$ cat src/rtl/dsp_pkg.sv
// Shared types and constants for the DSP reset/ready responder.
package dsp_pkg;

    typedef enum logic [1:0] {
        ST_IDLE,
        ST_RST_HIGH,
        ST_RST_WAIT,
        ST_READY
    } dsp_state_e;

    // Port offsets relative to BASE_ADDRESS
    localparam logic [15:0] RESET_OFS  = 16'h0006;
    localparam logic [15:0] READ_OFS   = 16'h000A;
    localparam logic [15:0] STATUS_OFS = 16'h000E;

    localparam logic [7:0] READY_BYTE  = 8'hAA;
    localparam logic [6:0] STATUS_MASK = 7'h7F;

    typedef struct packed {
        logic wr_reset;
        logic rd_read;
        logic rd_status;
    } dsp_dec_t;

endpackage

$ cat src/rtl/dsp_cycle_counter.sv
// 16-bit saturating up-counter with synchronous clear and count enable.
module dsp_cycle_counter (
    input  logic        clk,
    input  logic        reset,
    input  logic        clr,
    input  logic        en,
    output logic [15:0] count
);

    always_ff @(posedge clk) begin
        if (reset || clr)
            count <= 16'h0000;
        else if (en && count != 16'hFFFF)
            count <= count + 16'd1;
    end

endmodule

$ cat src/rtl/dsp_reset_responder.sv
// DSP reset/ready handshake responder: reset port, read-data port, status port.
// Optional DSP_STRICT_HOLD_EN: release before HOLD_CYCLES aborts back to IDLE.
module dsp_reset_responder
    import dsp_pkg::*;
#(
    parameter logic [15:0] BASE_ADDRESS = 16'h0220,
    parameter logic [15:0] HOLD_CYCLES  = 16'd150,
    parameter logic [15:0] READY_CYCLES = 16'd5000
) (
    input  logic        clk,
    input  logic        reset,
    input  logic        bus_en,
    input  logic [15:0] address,
    input  logic [15:0] data_in,
    input  logic        data_dir,
    output logic [15:0] data_out,
    output logic        data_oe,
    output logic        dsp_ready
);

`ifdef DSP_STRICT_HOLD_EN
    localparam bit STRICT_HOLD = 1'b1;
`else
    localparam bit STRICT_HOLD = 1'b0;
`endif

    dsp_state_e  state, state_nxt;
    dsp_dec_t    dec;
    logic [15:0] count;
    logic        cnt_clr, cnt_en, hold_ok;
    logic        unused_data;

    assign unused_data = ^data_in[15:1];

    assign dec.wr_reset  = bus_en &  data_dir & (address == BASE_ADDRESS + RESET_OFS);
    assign dec.rd_read   = bus_en & ~data_dir & (address == BASE_ADDRESS + READ_OFS);
    assign dec.rd_status = bus_en & ~data_dir & (address == BASE_ADDRESS + STATUS_OFS);

    assign hold_ok = !STRICT_HOLD || (count >= HOLD_CYCLES);

    dsp_cycle_counter u_cnt (
        .clk   (clk),
        .reset (reset),
        .clr   (cnt_clr),
        .en    (cnt_en),
        .count (count)
    );

    always_ff @(posedge clk) begin
        if (reset)
            state <= ST_IDLE;
        else
            state <= state_nxt;
    end

    always_comb begin
        state_nxt = state;
        cnt_clr   = 1'b0;
        cnt_en    = 1'b0;
        case (state)
            ST_RST_HIGH: begin
                cnt_en = 1'b1;
                if (dec.wr_reset && !data_in[0]) begin
                    cnt_clr   = 1'b1;
                    state_nxt = hold_ok ? ST_RST_WAIT : ST_IDLE;
                end
            end
            ST_RST_WAIT: begin
                cnt_en = 1'b1;
                if (count == READY_CYCLES - 16'd1)
                    state_nxt = ST_READY;
            end
            ST_READY: begin
                if (dec.rd_read)
                    state_nxt = ST_IDLE;
            end
            default: ;
        endcase
        // Assert write wins over everything, including the read side effect
        if (dec.wr_reset && data_in[0]) begin
            cnt_clr   = 1'b1;
            state_nxt = ST_RST_HIGH;
        end
    end

    assign dsp_ready = (state == ST_READY);

    always_comb begin
        data_oe  = 1'b0;
        data_out = 16'h0000;
        if (dec.rd_status) begin
            data_oe  = 1'b1;
            data_out = {8'h00, dsp_ready, STATUS_MASK};
        end else if (dec.rd_read) begin
            data_oe  = 1'b1;
            data_out = dsp_ready ? {8'h00, READY_BYTE} : 16'h0000;
        end
    end

endmodule

$ cat config.mk
export PLATFORM = sky130hd
export DESIGN_NAME = dsp_reset_responder
export DESIGN_NICKNAME = d
export VERILOG_FILES = /design/src/rtl/dsp_pkg.sv /design/src/rtl/dsp_cycle_counter.sv /design/src/rtl/dsp_reset_responder.sv
export SDC_FILE = /design/constraint.sdc
export NUM_CORES = 1
export LEC_CHECK = 0
export CAP_MARGIN = 20
export CORE_ASPECT_RATIO = 0.7
export CORE_MARGIN = 8
export CORE_UTILIZATION = 42
export CTS_CLUSTER_DIAMETER = 30
export CTS_CLUSTER_SIZE = 28
export DETAILED_ROUTE_END_ITERATION = 10
export GPL_TIMING_DRIVEN = 0
export HOLD_SLACK_MARGIN = 0.05
export PLACE_DENSITY = 0.79
export SLEW_MARGIN = 15
export SYNTH_ARGS = -nofsm -noshare
export SYNTH_HDL_FRONTEND = slang
export SYNTH_SLANG_ARGS = --single-unit
$ cat constraint.sdc
create_clock -name clk -period 2.32 [get_ports clk]
set_input_delay 0.464 -clock clk [delete_from_list [all_inputs] [get_ports clk]]
set_output_delay 0.464 -clock clk [all_outputs]
set_load 0.005 [all_outputs]
==> run_summary.xml <==
<?xml version="1.0" encoding="UTF-8"?>
<metrics>
  <group name="run_status">
    <metric name="run_status" unit="">finished, final reports clean</metric>
  </group>
  <group name="layout">
    <metric name="layout.cells.most_common_list" unit="">18 x buf_4, 18 x dfxtp_1, 12 x buf_6</metric>
    <metric name="finish.instance_area" unit="um^2">1790</metric>
    <metric name="layout-area-overhead-vs-synth" unit="%">40.7</metric>
    <metric name="layout-drive-gt1-share" unit="%">30.8</metric>
    <metric name="antennaDiodeCount" unit="">0</metric>
    <metric name="nets" unit="">238</metric>
  </group>
  <group name="synthesis">
    <metric name="synthesis.area_per_instance" unit="um^2">8.69</metric>
    <metric name="synthTopCellsByArea" unit="">dfxtp_1 28%, buf_4 7.7%, ha_1 5.9%, a21oi_1 3.9%, or3_1 3.5%</metric>
    <metric name="ys_ff_latch" unit="">18</metric>
    <metric name="yosysUniqueCellTypes" unit="">42</metric>
    <metric name="post_synth_edffs" unit="">0</metric>
    <metric name="prevailing_post_synth_register_cell" unit="">dfxtp_1</metric>
    <metric name="synth_top_area_cell" unit="">dfxtp_1</metric>
    <metric name="ys_async_sr_fraction" unit="%">0</metric>
    <metric name="number_of_instances_in_the_synthesized_netlist" unit="">146</metric>
    <metric name="synth.cell_area" unit="um^2">1270</metric>
    <metric name="yosysSeqAreaShare" unit="%">28.4</metric>
    <metric name="synthDominantCellAreaShare" unit="%">28.4</metric>
    <metric name="synth.yosys.warnings" unit="">0</metric>
  </group>
  <group name="floorplanning">
    <metric name="ios" unit="">54</metric>
    <metric name="std_cell_rows" unit="">16</metric>
    <metric name="starting_density" unit="%">44.6</metric>
    <metric name="die_x" unit="um">81.7</metric>
    <metric name="die-height" unit="um">62.0</metric>
    <metric name="floorplan.core_area" unit="um^2">2840</metric>
    <metric name="dieArea" unit="um^2">5060</metric>
  </group>
  <group name="detailed_routing">
    <metric name="final_antenna_net_count" unit="">0</metric>
    <metric name="drt_pre_antenna_iters" unit="">4</metric>
    <metric name="drt_drc_violations_left" unit="">0</metric>
    <metric name="drc_marker_count_from_the_first_detailed_route_iteration" unit="">120</metric>
    <metric name="detailroute.via_count" unit="">1290</metric>
    <metric name="totalWireLength" unit="um">3540</metric>
    <metric name="routed_via_density" unit="">5.58</metric>
    <metric name="route.detailed.wl_per_inst" unit="um">15.3</metric>
  </group>
  <group name="clock_tree">
    <metric name="clkLatencyLatePin" unit="ns">0.26</metric>
    <metric name="clk_root_buffer_cell" unit="">clkbuf_8</metric>
    <metric name="clock_tree.buffer_depth" unit="">2</metric>
    <metric name="tritoncts_clock_tree" unit="">done</metric>
    <metric name="clock_sink_count" unit="">18</metric>
    <metric name="cts.reportedPaths.clkPinSlew" unit="ns">0.06</metric>
    <metric name="cts_hold_buf" unit="">0</metric>
    <metric name="htree_levels" unit="">1</metric>
    <metric name="numCtsBuffers" unit="">3</metric>
  </group>
  <group name="timing">
    <metric name="worstMarginPinSlew" unit="ns">0.548</metric>
    <metric name="min_period_over_period" unit="%">98.6</metric>
    <metric name="worst_clock_skew" unit="ns">0.00104</metric>
    <metric name="setup-tns-final" unit="ns">0</metric>
    <metric name="worst_slack" unit="ns">0.0332</metric>
    <metric name="max_transition_viols_final" unit="">0</metric>
    <metric name="clock.fmax" unit="GHz">0.437</metric>
    <metric name="hold_viol_final" unit="">0</metric>
    <metric name="setup_violations" unit="">0</metric>
    <metric name="rsz0062_at_grt" unit="">true</metric>
    <metric name="finalCriticalPeriod" unit="ns">2.29</metric>
    <metric name="slew-limit-headroom" unit="%">63.0</metric>
    <metric name="holdWs" unit="ns">0.513</metric>
  </group>
  <group name="global_routing">
    <metric name="globalRouteOverflowTotal" unit="">0</metric>
    <metric name="number_of_global_route_vias_before_repair" unit="">1157</metric>
    <metric name="grt_antenna_before_repair" unit="">0</metric>
    <metric name="gr-usage-all-layers" unit="%">13.7</metric>
    <metric name="grt_start_max_net_pins" unit="">11</metric>
    <metric name="grt_first_pass_wirelength" unit="um">5520</metric>
  </group>
  <group name="placed_design">
    <metric name="numPortBuffers" unit="">30</metric>
    <metric name="gpl.final_weighted_congestion" unit="">0.837</metric>
    <metric name="detailedPlacementHpwl" unit="um">2630</metric>
    <metric name="dpl_worst_slack" unit="ns">-0.907</metric>
    <metric name="placed_cell_area" unit="um^2">1640</metric>
  </group>
  <group name="critical_path">
    <metric name="highest_fanout_seen_on_the_critical_path" unit="">4</metric>
    <metric name="timing.reg2reg.setup_slack" unit="ns">0.21</metric>
    <metric name="worst_ep_required_time" unit="ns">1.86</metric>
    <metric name="cp_top_family" unit="">buffers and inverters</metric>
    <metric name="type_of_element_launching_the_critical_path" unit="">primary input</metric>
    <metric name="timing.critical_path.cells" unit="">clkdlybuf4s50_1, nor3_2, and2_4, buf_6, or2_4, buf_6, buf_6</metric>
    <metric name="worst_setup_path_end_kind" unit="">output pin</metric>
    <metric name="critPathMostFrequentCell" unit="">buf_6</metric>
    <metric name="crit_arrival" unit="ns">1.82</metric>
    <metric name="critical_path.max_stage_delay" unit="ns">0.54</metric>
    <metric name="crit_buf_inv" unit="">4</metric>
    <metric name="slowest_stage_cell_crit_path" unit="">clkdlybuf4s50_1</metric>
    <metric name="worst-setup-path-type" unit="">in2out</metric>
  </group>
  <group name="power_and_ir_drop">
    <metric name="design_power_total" unit="uW">965</metric>
    <metric name="peakVddDrop" unit="uV">394</metric>
    <metric name="power_density" unit="nW/um^2">540</metric>
    <metric name="power_leakage" unit="nW">0.761</metric>
  </group>
  <group name="hold_path">
    <metric name="min_path_type" unit="">reg2reg</metric>
  </group>
  <group name="job">
    <metric name="max_cap_violations" unit="">0</metric>
  </group>
</metrics>
cells by family after synthesis:
kind of cell	after synthesis	synth area share [%]
AO/OA/AOI/OAI	34	20.7
AND/OR/NAND/NOR	59	29.3
adder cells (fa/ha/maj)	6	5.92
flip-flops	18	28.4
buffers and inverters	21	10.4
multiplexers	2	1.58
XOR/XNOR	5	3.45
other	1	0.296
synth_stat cells (3+ instances only):
cell / instances
dfxtp_1: 18
buf_4: 13
a21oi_1: 10
nand2_1: 8
nor2_1: 8
o21ai_0: 7
or3_1: 7
ha_1: 6
nand3_1: 6
and3_1: 5
nand4_1: 5
o31ai_1: 5
xor2_1: 5
inv_1: 4
and2_1: 3
or4_1: 3
stage by stage:
step	instances	util [%]
6_report	231	62.8
2_1_floorplan	153	-
3_5_place_dp	219	57.7
5_1_grt	231	62.8
4_1_cts	228	61.0
3_3_place_gp	219	57.7
worst min-delay path, stage by stage, from the launching register on:
cell and delay (ns):
dfxtp_1 0.33, o21ai_0 0.08, a21oi_1 0.06
sequential cells by signal, summed over array words and instances, names as in the netlist:
signal,flops
state,2
u_cnt.count,16
worst paths after layout:
| path | from | end | cells past startpoint |
|---|---|---|---|
| max | data_dir | data_out[5] | 7 |
| min reg2reg | u_cnt.count[9] | u_cnt.count[9] | 2 |
| max reg2reg | u_cnt.count[6] | state[0] | 5 |
| min | u_cnt.count[9] | u_cnt.count[9] | 2 |
power breakdown:
part	internal, mW	switching (mW)
registers	0.333	0.0311
logic	0.159	0.187
clock network	0.151	0.103
routing by layer:
layer / routed length, um / global-route usage, % / share of wire [%]
met1: 1520 / 16.6 / 43
met2: 1770 / 24.7 / 50
met3: 216 / 2.59 / 6.1
met4: 27 / 3.23 / 0.76
met5: 0 / 0 / 0
final cells by class:
cell class	count	area, um^2
fill	227	1060
multi-input combinational	114	857
sequential	18	360
timing repair buffer	38	329
buffer	17	124
clock buffer	4	55.1
tap	36	45.0
inverter	4	15.0
what timing repair did:
action,CTS,global route
pin swaps,9,8
buffers inserted,5,3
resized for setup,78,20
setup endpoints to repair,9,8
Power figures use the tool's default switching activity.
==> edit (same flow settings) <==
Change the localparam `STRICT_HOLD` from 1'b0 to 1'b1.
--- a/src/rtl/dsp_reset_responder.sv
+++ b/src/rtl/dsp_reset_responder.sv
@@ -21,7 +21,7 @@
 `ifdef DSP_STRICT_HOLD_EN
     localparam bit STRICT_HOLD = 1'b1;
 `else
-    localparam bit STRICT_HOLD = 1'b0;
+    localparam bit STRICT_HOLD = 1'b1;
 `endif
 
     dsp_state_e  state, state_nxt;
Behaviour: no difference found for any inputs over 10 cycles, from zero or initial values and one cycle with reset high; that may be too few to reach the edited logic, so the function may still have changed.
==> edit against the unedited design <==
  * Design area decreased by 3.2%
  * Worst setup slack gained 28 ps
  * Sequential cell count did not move
  * Register-to-register slack improved by 140 ps
  * Synthesized cell count up 3.4%
  * Utilization shrank 1.5 points
  * Area after synthesis decreased by 1.7%
  * Routed wire length is 3.9% lower
Power is not compared: it rests on default switching activity, and its combinational part moved more than twofold at a synthesized area within 25%.
==> edit: results (changes against the unedited design) <==
[route]
vias=1213  ; was 1290
drtIter0Drc=128  ; was 120
drtPass1Iterations=4  ; unchanged
post_drt_wl_per_cell_um=14.6  ; was 15.3 um

[pwr]
p_leak_uw=0.000718
ir_worst_vdd_mv=0.288

[critical_path]
r2r-end=state[1]  ; was state[0]
cp_slowest_stage_delay_ps=260  ; was 540 ps
crit_fanout=3  ; was 4
r2r_slack_ps=350  ; was 210 ps
reg2regPathDepth=8  ; was 5
cp.arrival_ps=1800  ; was 1820 ps
rr_startpoint=u_cnt.count[1]  ; was u_cnt.count[6]
crit_slowest_cell=nor4_4  ; was clkdlybuf4s50_1

[clocking]
cts_root_buf=clkbuf_8  ; unchanged
cts_buffers=3  ; unchanged
insertion_delay_ps=250
h-tree-depth=1  ; unchanged
clk_path_buf_depth=2  ; unchanged
clkTransAtPathRegs_ps=60  ; about the same

[placed_design]
gp_congestion=0.917  ; was 0.837
dp_hpwl_mm=2.54  ; was 2.63 mm
io_buffers=30  ; unchanged

[hold_path]
hold_class=reg2reg  ; unchanged
whs_path_depth=2  ; unchanged
whs_endpoint=state[0]  ; was u_cnt.count[9]
min_from=state[0]  ; was u_cnt.count[9]

[global_routing]
grt_pass1_wl_mm=5.77  ; was 5.52 mm
grt_antenna_before_repair=0  ; unchanged
grt_max_degree=11  ; unchanged
grtUsageTotal_pct=14.9  ; was 13.7%

[sta]
clock_skew_ps=2.56  ; was 1.04 ps

[cells_and_area]
n_antenna_cell=0  ; unchanged
drive_gt1_share_pct=26.4  ; was 30.8%
fin_nets=241  ; was 238
largest_registers=u_cnt.count (16), state (2)  ; unchanged

[synthesis]
synth_ff_type=dfxtp_1  ; unchanged
synthTopCellsByCount=21 x nor2_1, 18 x dfxtp_1, 14 x buf_4, 9 x nand2_1, 9 x nand3_1  ; was 18 x dfxtp_1, 13 x buf_4, 10 x a21oi_1, 8 x nand2_1, 8 x nor2_1
synthArstFlopShare_pct=0  ; unchanged
ys_seq_area_share_pct=28.9  ; was 28.4%
synth_cell_types=40  ; was 42
yosys_warnings=0  ; unchanged
ys_top_cells_by_area=dfxtp_1 29%, buf_4 8.4%, nor2_1 6.3%  ; was dfxtp_1 28%, buf_4 7.7%, ha_1 5.9%

[run_status]
status=completed  ; unchanged

edit: worst max-delay path: cells and delay by family:
| family | cells | cell delay [ps] |
|---|---|---|
| buffers and inverters | 3 | 510 |
| AND/OR/NAND/NOR | 4 | 800 |
edit: power breakdown:
part / internal (uW) / switching, uW
Combinational: 36.2 / 27.6
Sequential: 309 / 0.000354
Clock: 115 / 95.5
edit: logic make-up after synthesis:
family          share of synthesized area (%)
simple gates                             32.1
buf+inv                                  10.9
compound gates                           12.6
flops                                    28.9
xor+xnor                                 9.13
fa+ha+maj                                6.02
other cells                             0.301
edit: final cells by class:
type / instances / area (sq um)
tap: 36 / 45.0
buffer: 15 / 118
inverter: 6 / 22.5
fill: 236 / 1090
clock buffer: 3 / 41.3
multi-input combinational: 118 / 837
timing repair buffer: 37 / 305
sequential: 18 / 360
edit: worst max-delay path by stage:
stage | from | slack (ps) | cells after the start | endpoint
2_1_floorplan | address[10] | 220 | 6 | data_out[3]
3_3_place_gp | address[6] | -720 | 8 | data_out[5]
3_5_place_dp | address[10] | -800 | 8 | data_out[3]
4_1_cts | address[12] | 1 | 8 | data_out[3]
5_1_grt | address[1] | -10 | 10 | state[1]
6_report | address[12] | 60 | 7 | data_out[0]
edit: layer usage:
metal  wire (um)  global-route usage, %
met5           0                      0
met4          83                   4.81
met3         187                   3.50
met2        1650                   26.4
met1        1480                   17.5
edit: per-stage QoR:
stage | util (%) | instances | worst slack (ps) | cell area (sq um) | hold WS, ps
after detailed placement | 57.4 | 224 | -798 | 1620 | 543
after floorplan | - | 158 | 218 | 1270 | 496
final | 61.3 | 233 | 61.0 | 1730 | 558
after global routing | 61.3 | 233 | -13.9 | 1730 | 580
after global placement | 57.4 | 224 | -724 | 1620 | 539
after CTS | 60.8 | 232 | 1.06 | 1720 | 552
edit: timing repair:
action	4_1_cts	5_1_grt
endpoints found under the hold margin	0	0
pin swaps	9	3
setup endpoints to repair	19	15
resized for setup	77	1
setup buffers	6	1
